File: src/rtl/aipp_pkg.sv
// Shared types and helpers for the AIPP trigger engine: FSM state encoding,
// the default heavy-load opcode and the event-id width rule.
package aipp_pkg;

    typedef enum logic [1:0] {
        ST_IDLE    = 2'd0,
        ST_ARMING  = 2'd1,
        ST_FIRE    = 2'd2,
        ST_HOLDOFF = 2'd3
    } aipp_state_e;

    localparam logic [15:0] AIPP_OPC_HEAVY = 16'hBEFF;

    // A single-entry table still needs a 1-bit id so the port never collapses to zero width.
    function automatic int aipp_id_w(input int n);
        return (n <= 1) ? 1 : $clog2(n);
    endfunction

endpackage

File: src/rtl/aipp_trigger_engine_if.sv
// Ingress, configuration and event-record bundle between the trigger engine and its
// environment; slave is the engine side, master the driving side.
interface aipp_trigger_engine_if
    import aipp_pkg::*;
#(
    parameter int DATA_W  = 64,
    parameter int OPC_W   = 16,
    parameter int NUM_OPC = 4,
    parameter int CNT_W   = 8
) ();
    localparam int ID_W = aipp_id_w(NUM_OPC);

    logic [DATA_W-1:0]        pkt_data;
    logic                     pkt_valid;
    logic [NUM_OPC*OPC_W-1:0] cfg_opcode;
    logic [NUM_OPC-1:0]       cfg_opc_en;
    logic [CNT_W-1:0]         cfg_holdoff;
    logic                     gpop_trigger;
    logic                     trig_valid;
    logic                     trig_ready;
    logic [ID_W-1:0]          trig_id;
    logic [CNT_W-1:0]         match_count;
    logic [15:0]              evt_count;
    logic [7:0]               drop_count;

    modport master (
        output pkt_data, pkt_valid, cfg_opcode, cfg_opc_en, cfg_holdoff, trig_ready,
        input  gpop_trigger, trig_valid, trig_id, match_count, evt_count, drop_count
    );

    modport slave (
        input  pkt_data, pkt_valid, cfg_opcode, cfg_opc_en, cfg_holdoff, trig_ready,
        output gpop_trigger, trig_valid, trig_id, match_count, evt_count, drop_count
    );

endinterface

File: src/rtl/aipp_opcode_cam.sv
// Combinational opcode table lookup: compares the beat's opcode field against every
// enabled entry and reports the lowest matching index.
module aipp_opcode_cam
    import aipp_pkg::*;
#(
    parameter int DATA_W  = 64,
    parameter int OPC_W   = 16,
    parameter int OPC_LSB = 0,
    parameter int NUM_OPC = 4,
    parameter int ID_W    = aipp_id_w(NUM_OPC)
) (
    input  logic [DATA_W-1:0]        i_pkt_data,
    input  logic                     i_pkt_valid,
    input  logic [NUM_OPC*OPC_W-1:0] i_cfg_opcode,
    input  logic [NUM_OPC-1:0]       i_cfg_opc_en,
    output logic                     o_hit,
    output logic [ID_W-1:0]          o_hit_id
);

    logic [OPC_W-1:0]   w_field;
    logic [NUM_OPC-1:0] w_eq;
    logic               w_unused_data;

    assign w_field       = i_pkt_data[OPC_LSB +: OPC_W];
    assign w_unused_data = ^i_pkt_data;

    generate
        for (genvar gi = 0; gi < NUM_OPC; gi++) begin : g_cmp
            assign w_eq[gi] = i_pkt_valid && i_cfg_opc_en[gi] &&
                              (w_field == i_cfg_opcode[gi*OPC_W +: OPC_W]);
        end
    endgenerate

    // Scan high to low so the lowest matching index is the one left standing.
    always_comb begin
        o_hit    = 1'b0;
        o_hit_id = '0;
        for (int i = NUM_OPC - 1; i >= 0; i--) begin
            if (w_eq[i]) begin
                o_hit    = 1'b1;
                o_hit_id = ID_W'(i);
            end
        end
    end

endmodule

File: src/rtl/aipp_trigger_engine.sv
// Multi-opcode line-rate trigger: debounces consecutive opcode matches, fires a stretched
// pulse plus a handshaked event record, then holds off before re-arming.
module aipp_trigger_engine
    import aipp_pkg::*;
#(
    parameter int DATA_W     = 64,
    parameter int OPC_W      = 16,
    parameter int OPC_LSB    = 0,
    parameter int NUM_OPC    = 4,
    parameter int DEBOUNCE   = 8,
    parameter int PULSE_LEN  = 16,
    parameter int CNT_W      = 8,
    parameter int STRICT_VLD = 1
) (
    input  logic                  clk,
    input  logic                  rst_n,
    aipp_trigger_engine_if.slave  bus
);

    localparam int ID_W   = aipp_id_w(NUM_OPC);
    localparam int PCNT_W = $clog2(PULSE_LEN + 1);
    localparam int TMR_W  = (CNT_W > PCNT_W) ? CNT_W : PCNT_W;
    localparam logic [TMR_W-1:0] PULSE_LOAD = TMR_W'(PULSE_LEN - 1);
    localparam logic [CNT_W-1:0] DEB        = CNT_W'(DEBOUNCE);

    aipp_state_e      r_state, r_state_next;
    logic [TMR_W-1:0] r_tmr, r_tmr_next;
    logic [CNT_W-1:0] r_match, r_match_next;
    logic [ID_W-1:0]  r_id, r_id_next;
    logic             r_gpop, r_gpop_next;
    logic             r_tv, r_tv_next;
    logic [ID_W-1:0]  r_tid, r_tid_next;
    logic [15:0]      r_evt, r_evt_next;
    logic [7:0]       r_drop, r_drop_next;
    logic             w_hit, w_fire;
    logic [ID_W-1:0]  w_hit_id;

    aipp_opcode_cam #(
        .DATA_W(DATA_W), .OPC_W(OPC_W), .OPC_LSB(OPC_LSB), .NUM_OPC(NUM_OPC), .ID_W(ID_W)
    ) u_cam (
        .i_pkt_data(bus.pkt_data), .i_pkt_valid(bus.pkt_valid),
        .i_cfg_opcode(bus.cfg_opcode), .i_cfg_opc_en(bus.cfg_opc_en),
        .o_hit(w_hit), .o_hit_id(w_hit_id)
    );

    always_ff @(posedge clk or negedge rst_n) begin
        if (!rst_n) begin
            r_state <= ST_IDLE;
            r_tmr   <= '0;
            r_match <= '0;
            r_id    <= '0;
            r_gpop  <= 1'b0;
            r_tv    <= 1'b0;
            r_tid   <= '0;
            r_evt   <= '0;
            r_drop  <= '0;
        end else begin
            r_state <= r_state_next;
            r_tmr   <= r_tmr_next;
            r_match <= r_match_next;
            r_id    <= r_id_next;
            r_gpop  <= r_gpop_next;
            r_tv    <= r_tv_next;
            r_tid   <= r_tid_next;
            r_evt   <= r_evt_next;
            r_drop  <= r_drop_next;
        end
    end

    always_comb begin
        r_state_next = r_state;
        r_tmr_next   = r_tmr;
        r_match_next = r_match;
        r_id_next    = r_id;
        r_gpop_next  = r_gpop;
        r_tv_next    = r_tv;
        r_tid_next   = r_tid;
        r_evt_next   = r_evt;
        r_drop_next  = r_drop;
        w_fire       = 1'b0;

        case (r_state)
            ST_IDLE: begin
                if (w_hit) begin
                    r_id_next = w_hit_id;
                    if (DEBOUNCE == 1) begin
                        w_fire = 1'b1;
                    end else begin
                        r_state_next = ST_ARMING;
                        r_match_next = CNT_W'(1);
                    end
                end
            end
            ST_ARMING: begin
                if (w_hit) begin
                    if (w_hit_id != r_id) begin
                        r_id_next    = w_hit_id;
                        r_match_next = CNT_W'(1);
                    end else if (r_match + CNT_W'(1) == DEB) begin
                        w_fire = 1'b1;
                    end else begin
                        r_match_next = r_match + CNT_W'(1);
                    end
                end else if (bus.pkt_valid || (STRICT_VLD != 0)) begin
                    r_state_next = ST_IDLE;
                    r_match_next = '0;
                end
            end
            ST_FIRE: begin
                if (r_tmr == '0) begin
                    r_gpop_next = 1'b0;
                    if (bus.cfg_holdoff == '0) begin
                        r_state_next = ST_IDLE;
                    end else begin
                        r_state_next = ST_HOLDOFF;
                        r_tmr_next   = TMR_W'(bus.cfg_holdoff) - TMR_W'(1);
                    end
                end else begin
                    r_tmr_next = r_tmr - TMR_W'(1);
                end
            end
            default: begin
                if (r_tmr == '0) r_state_next = ST_IDLE;
                else             r_tmr_next   = r_tmr - TMR_W'(1);
            end
        endcase

        // A fresh fire may only overwrite the record slot if it is empty or draining this cycle.
        if (w_fire) begin
            r_state_next = ST_FIRE;
            r_match_next = '0;
            r_tmr_next   = PULSE_LOAD;
            r_gpop_next  = 1'b1;
            r_evt_next   = r_evt + 16'd1;
            if (!r_tv || bus.trig_ready) begin
                r_tv_next  = 1'b1;
                r_tid_next = w_hit_id;
            end else if (r_drop != 8'hFF) begin
                r_drop_next = r_drop + 8'd1;
            end
        end else if (r_tv && bus.trig_ready) begin
            r_tv_next = 1'b0;
        end
    end

    assign bus.gpop_trigger = r_gpop;
    assign bus.trig_valid   = r_tv;
    assign bus.trig_id      = r_tid;
    assign bus.match_count  = r_match;
    assign bus.evt_count    = r_evt;
    assign bus.drop_count   = r_drop;

endmodule

File: src/flat_wrapper.sv
// flat-port wrapper written by rule: the top's interface ports become plain ports
module aipp_trigger_engine_flat import aipp_pkg::*;
#(
    parameter int DATA_W     = 64,
    parameter int OPC_W      = 16,
    parameter int OPC_LSB    = 0,
    parameter int NUM_OPC    = 4,
    parameter int DEBOUNCE   = 8,
    parameter int PULSE_LEN  = 16,
    parameter int CNT_W      = 8,
    parameter int STRICT_VLD = 1
)
  (clk, rst_n, bus_pkt_data, bus_pkt_valid, bus_cfg_opcode, bus_cfg_opc_en, bus_cfg_holdoff, bus_trig_ready, bus_gpop_trigger, bus_trig_valid, bus_trig_id, bus_match_count, bus_evt_count, bus_drop_count);
  aipp_trigger_engine_if #(.DATA_W(DATA_W), .OPC_W(OPC_W), .NUM_OPC(NUM_OPC), .CNT_W(CNT_W)) bus_i ();
  input  logic clk;
  input  logic rst_n;
  input wire logic [$bits(bus_i.pkt_data)-1:0] bus_pkt_data;
  input wire logic [$bits(bus_i.pkt_valid)-1:0] bus_pkt_valid;
  input wire logic [$bits(bus_i.cfg_opcode)-1:0] bus_cfg_opcode;
  input wire logic [$bits(bus_i.cfg_opc_en)-1:0] bus_cfg_opc_en;
  input wire logic [$bits(bus_i.cfg_holdoff)-1:0] bus_cfg_holdoff;
  input wire logic [$bits(bus_i.trig_ready)-1:0] bus_trig_ready;
  output wire logic [$bits(bus_i.gpop_trigger)-1:0] bus_gpop_trigger;
  output wire logic [$bits(bus_i.trig_valid)-1:0] bus_trig_valid;
  output wire logic [$bits(bus_i.trig_id)-1:0] bus_trig_id;
  output wire logic [$bits(bus_i.match_count)-1:0] bus_match_count;
  output wire logic [$bits(bus_i.evt_count)-1:0] bus_evt_count;
  output wire logic [$bits(bus_i.drop_count)-1:0] bus_drop_count;
  assign bus_i.pkt_data = bus_pkt_data;
  assign bus_i.pkt_valid = bus_pkt_valid;
  assign bus_i.cfg_opcode = bus_cfg_opcode;
  assign bus_i.cfg_opc_en = bus_cfg_opc_en;
  assign bus_i.cfg_holdoff = bus_cfg_holdoff;
  assign bus_i.trig_ready = bus_trig_ready;
  assign bus_gpop_trigger = bus_i.gpop_trigger;
  assign bus_trig_valid = bus_i.trig_valid;
  assign bus_trig_id = bus_i.trig_id;
  assign bus_match_count = bus_i.match_count;
  assign bus_evt_count = bus_i.evt_count;
  assign bus_drop_count = bus_i.drop_count;
  aipp_trigger_engine #(.DATA_W(DATA_W), .OPC_W(OPC_W), .OPC_LSB(OPC_LSB), .NUM_OPC(NUM_OPC), .DEBOUNCE(DEBOUNCE), .PULSE_LEN(PULSE_LEN), .CNT_W(CNT_W), .STRICT_VLD(STRICT_VLD)) u_core (.clk(clk), .rst_n(rst_n), .bus(bus_i));
endmodule
File: config.mk
export PLATFORM = sky130hd
export DESIGN_NAME = aipp_trigger_engine_flat
export DESIGN_NICKNAME = d
export VERILOG_FILES = /design/src/rtl/aipp_pkg.sv /design/src/rtl/aipp_trigger_engine_if.sv /design/src/rtl/aipp_opcode_cam.sv /design/src/rtl/aipp_trigger_engine.sv /design/src/flat_wrapper.sv
export SDC_FILE = /design/constraint.sdc
export NUM_CORES = 1
export LEC_CHECK = 0
export CAP_MARGIN = 20
export CELL_PAD_IN_SITES_DETAIL_PLACEMENT = 0
export CELL_PAD_IN_SITES_GLOBAL_PLACEMENT = 1
export CORE_UTILIZATION = 45
export CTS_CLUSTER_DIAMETER = 200
export DETAILED_ROUTE_END_ITERATION = 12
export DONT_BUFFER_PORTS = 1
export PLACE_DENSITY = 0.84
export SLEW_MARGIN = 40
export SYNTH_ARGS = -nofsm -noshare
export SYNTH_HDL_FRONTEND = slang
export SYNTH_SLANG_ARGS = --single-unit
export TNS_END_PERCENT = 5
File: constraint.sdc
create_clock -name clk -period 3.35 [get_ports clk]
set_input_delay 0.67 -clock clk [delete_from_list [all_inputs] [get_ports clk]]
set_output_delay 0.67 -clock clk [all_outputs]
set_load 0.005 [all_outputs]
==> run metrics <==
outcome completed; placed inst area 4090 um2; Remaining Overflow, GRT 0; Seq/Total Area, Yosys 30.7%; synth warn 0; H-tree levels 2; # setup viols final 0; FP Rows 33; GRT Overall Usage 22.5%; layout cells sized above 1 10.9%; most frequent cells in the layout xor2_1 (55), dfrtp_1 (48), nand2_1 (41), xnor2_1 (39), nor2_1 (24); Worst Tran Pin Value 0.673 ns; slowest cell on the critical path dfrtp_1; most common cell after layout, fill and taps aside xor2_1; RSZ-0062 raised after global routing false; Tmin final 3.06 ns; dpl ws 0.0531 ns; aggregate negative setup slack 0 ns; P_leak 1.66 nW; first-pass GRT wire length 15,600 um; PortBufs 0; Util after Layout 50.4%; Synth Net Count 590; Final period util 91.2%; Netlist Area Pre-Place 3910 um2; WHS 0.0424 ns; Most used DFF post-synth dfrtp_1; initial antenna violation count 0; fin cells 556; Hold Vio Cnt, Final 0; Post-Syn Instances 438; Num CTS Buffers 5; cts repair resizes 0; Distinct cells, synth 67; Initial Util 47.1%; initial drt markers 195; Core Area 8300 um2; post-CTS setup buffer count 0; First-pass DRT Iterations 4; final wirelength 10,000 um; worst-skew pair later-pin latency 0.31 ns; Total Power 1.07 mW; slowest stage delay, CP 0.53 ns; Hold Buf Count CTS 0; Critical Path, Cell by Cell ha_1 > nor4_1 > o21ai_1 > a311oi_1 > buf_4 > o311ai_4 > buf_12 > nor4_1 > xor2_1; die height 95.2 um; worst setup margin 0.295 ns; Ant. Diodes 0; post-route cell area 4180 um2; type of destination of the critical path flip-flop; CP max FO 26; CTS tree built; Worst Path Arrival 3.28 ns; Chip Width 95.2 um; final net count 602; IR drop worst, VDD 0.140 mV; Avg Vias per Cell 5.88; drt drc 0; via count 3,269; Final Max Tran Viols 0; largest net degree at the start of global routing 49; CTS Sinks 48; cell count after placement 548; Detail Placement HPWL 8190 um; clk root buf clkbuf_8; RD Place Congestion 0.920; Antenna Nets Post-Route 0; wire per inst 18.1 um; Clock Skews 0.00907 ns; Synth Register Bits 48; Setup CP Type flip-flop to flip-flop; clock-pin slew on the worst setup and hold paths 0.09 ns; maxcap violations 0; clock buffer depth 2; Slew headroom 54.9%; EDFF count, synth 0; fmax 327 MHz; vias in the first global route 3,258; pwr/cell area 256 nW/um2; Most Frequent Cell on Critical Path nor4_1; Syn Area/Cell 8.93 um2; Die ar. 9070 um2; Hold Path Class input port to async pin; Ports 180; Fill cells 771; CP startpoint kind flip-flop; Layout area overhead 6.94%; FFs w/ async S/R, synth 100%; Crit path required time 3.58 ns
==> cell families (layout without fill, tap and decap cells) <==
family	count (synthesis)	in the layout	synth area share, %
adders and majority gates	8	8	2.56
DFF	48	48	30.7
AOI/OAI and AO/OA	54	54	10.8
and+or+nand+nor	197	197	29.2
buffers and inverters	30	43	3.65
muxes	7	7	2.02
xor gates and xnor gates	94	94	21.0
==> where the power goes <==
part | switching, mW | internal [mW]
registers | 0.000415 | 0.579
clock network | 0.200 | 0.168
logic | 0.0603 | 0.0620
total | 0.261 | 0.809
==> Yosys cell counts, types with 5 or more instances <==
master	count	share of area [%]
xor2_1	55	12
dfrtp_1	48	31
nand2_1	41	3.9
xnor2_1	39	8.7
nor2_1	24	2.3
inv_1	23	2.2
nor3_1	20	2.6
nand3_1	19	2.4
nor4_1	17	2.7
nand4_1	12	1.9
o21ai_0	12	1.5
ha_1	8	2.6
nor3_2	8	2.0
a21oi_1	7	0.90
o22ai_1	7	1.1
or3_1	7	1.1
or4_1	6	1.2
nand2b_1	5	0.80
nor2b_1	5	0.80
nor4b_1	5	1.1
==> worst paths after layout <==
path,start,end,slack [ns],cells past startpoint
max reg2reg,u_core.bus.match_count[0],u_core.bus.evt_count[8],0.29,9
min in group clk,u_core.bus.evt_count[15],u_core.bus.evt_count[15],0.50,1
max in group asynchronous,rst_n,u_core.bus.evt_count[12],3.20,0
min,rst_n,u_core.bus.match_count[1],0.04,0
max,u_core.bus.match_count[0],u_core.bus.evt_count[8],0.29,9
min reg2reg,u_core.bus.evt_count[15],u_core.bus.evt_count[15],0.50,1
==> critical path, delay by kind of cell (launching register included) <==
kind / cells / cell delay (ns)
xor+xnor: 1 / 0.18
compound gates: 3 / 0.76
buf+inv: 2 / 0.36
fa+ha+maj: 1 / 0.32
simple gates: 2 / 0.79
flops: 1 / 0.53
==> final cells by class <==
type                            count  area [um2]  area share (%)
Clock buffer                        7        86.3            2.06
Sequential cell                    48        1200            28.7
Tap cell                          105         131            3.14
Timing Repair Buffer               12         103            2.45
Inverter                           23        86.3            2.06
Clock inverter                      1        7.51           0.179
Multi-Input combinational cell    360        2570            61.4
==> sequential cells by signal (all words and copies together), names as in the netlist <==
register                 count
u_core.bus.drop_count        8
u_core.bus.evt_count        16
u_core.bus.gpop_trigger      1
u_core.bus.match_count       8
u_core.bus.trig_id           2
u_core.bus.trig_valid        1
u_core.r_id                  2
u_core.r_state               2
u_core.r_tmr                 8
==> per-layer routing <==
layer  up-vias  GRT usage (%)  share of wire [%]
met5         -              0                  0
met2       126           40.3                 49
met3        16           4.94                7.1
li1       1585              -                  -
met4         0           6.69                2.2
met1      1542           26.7                 42
No activity file was read; power rests on OpenSTA's default activity.
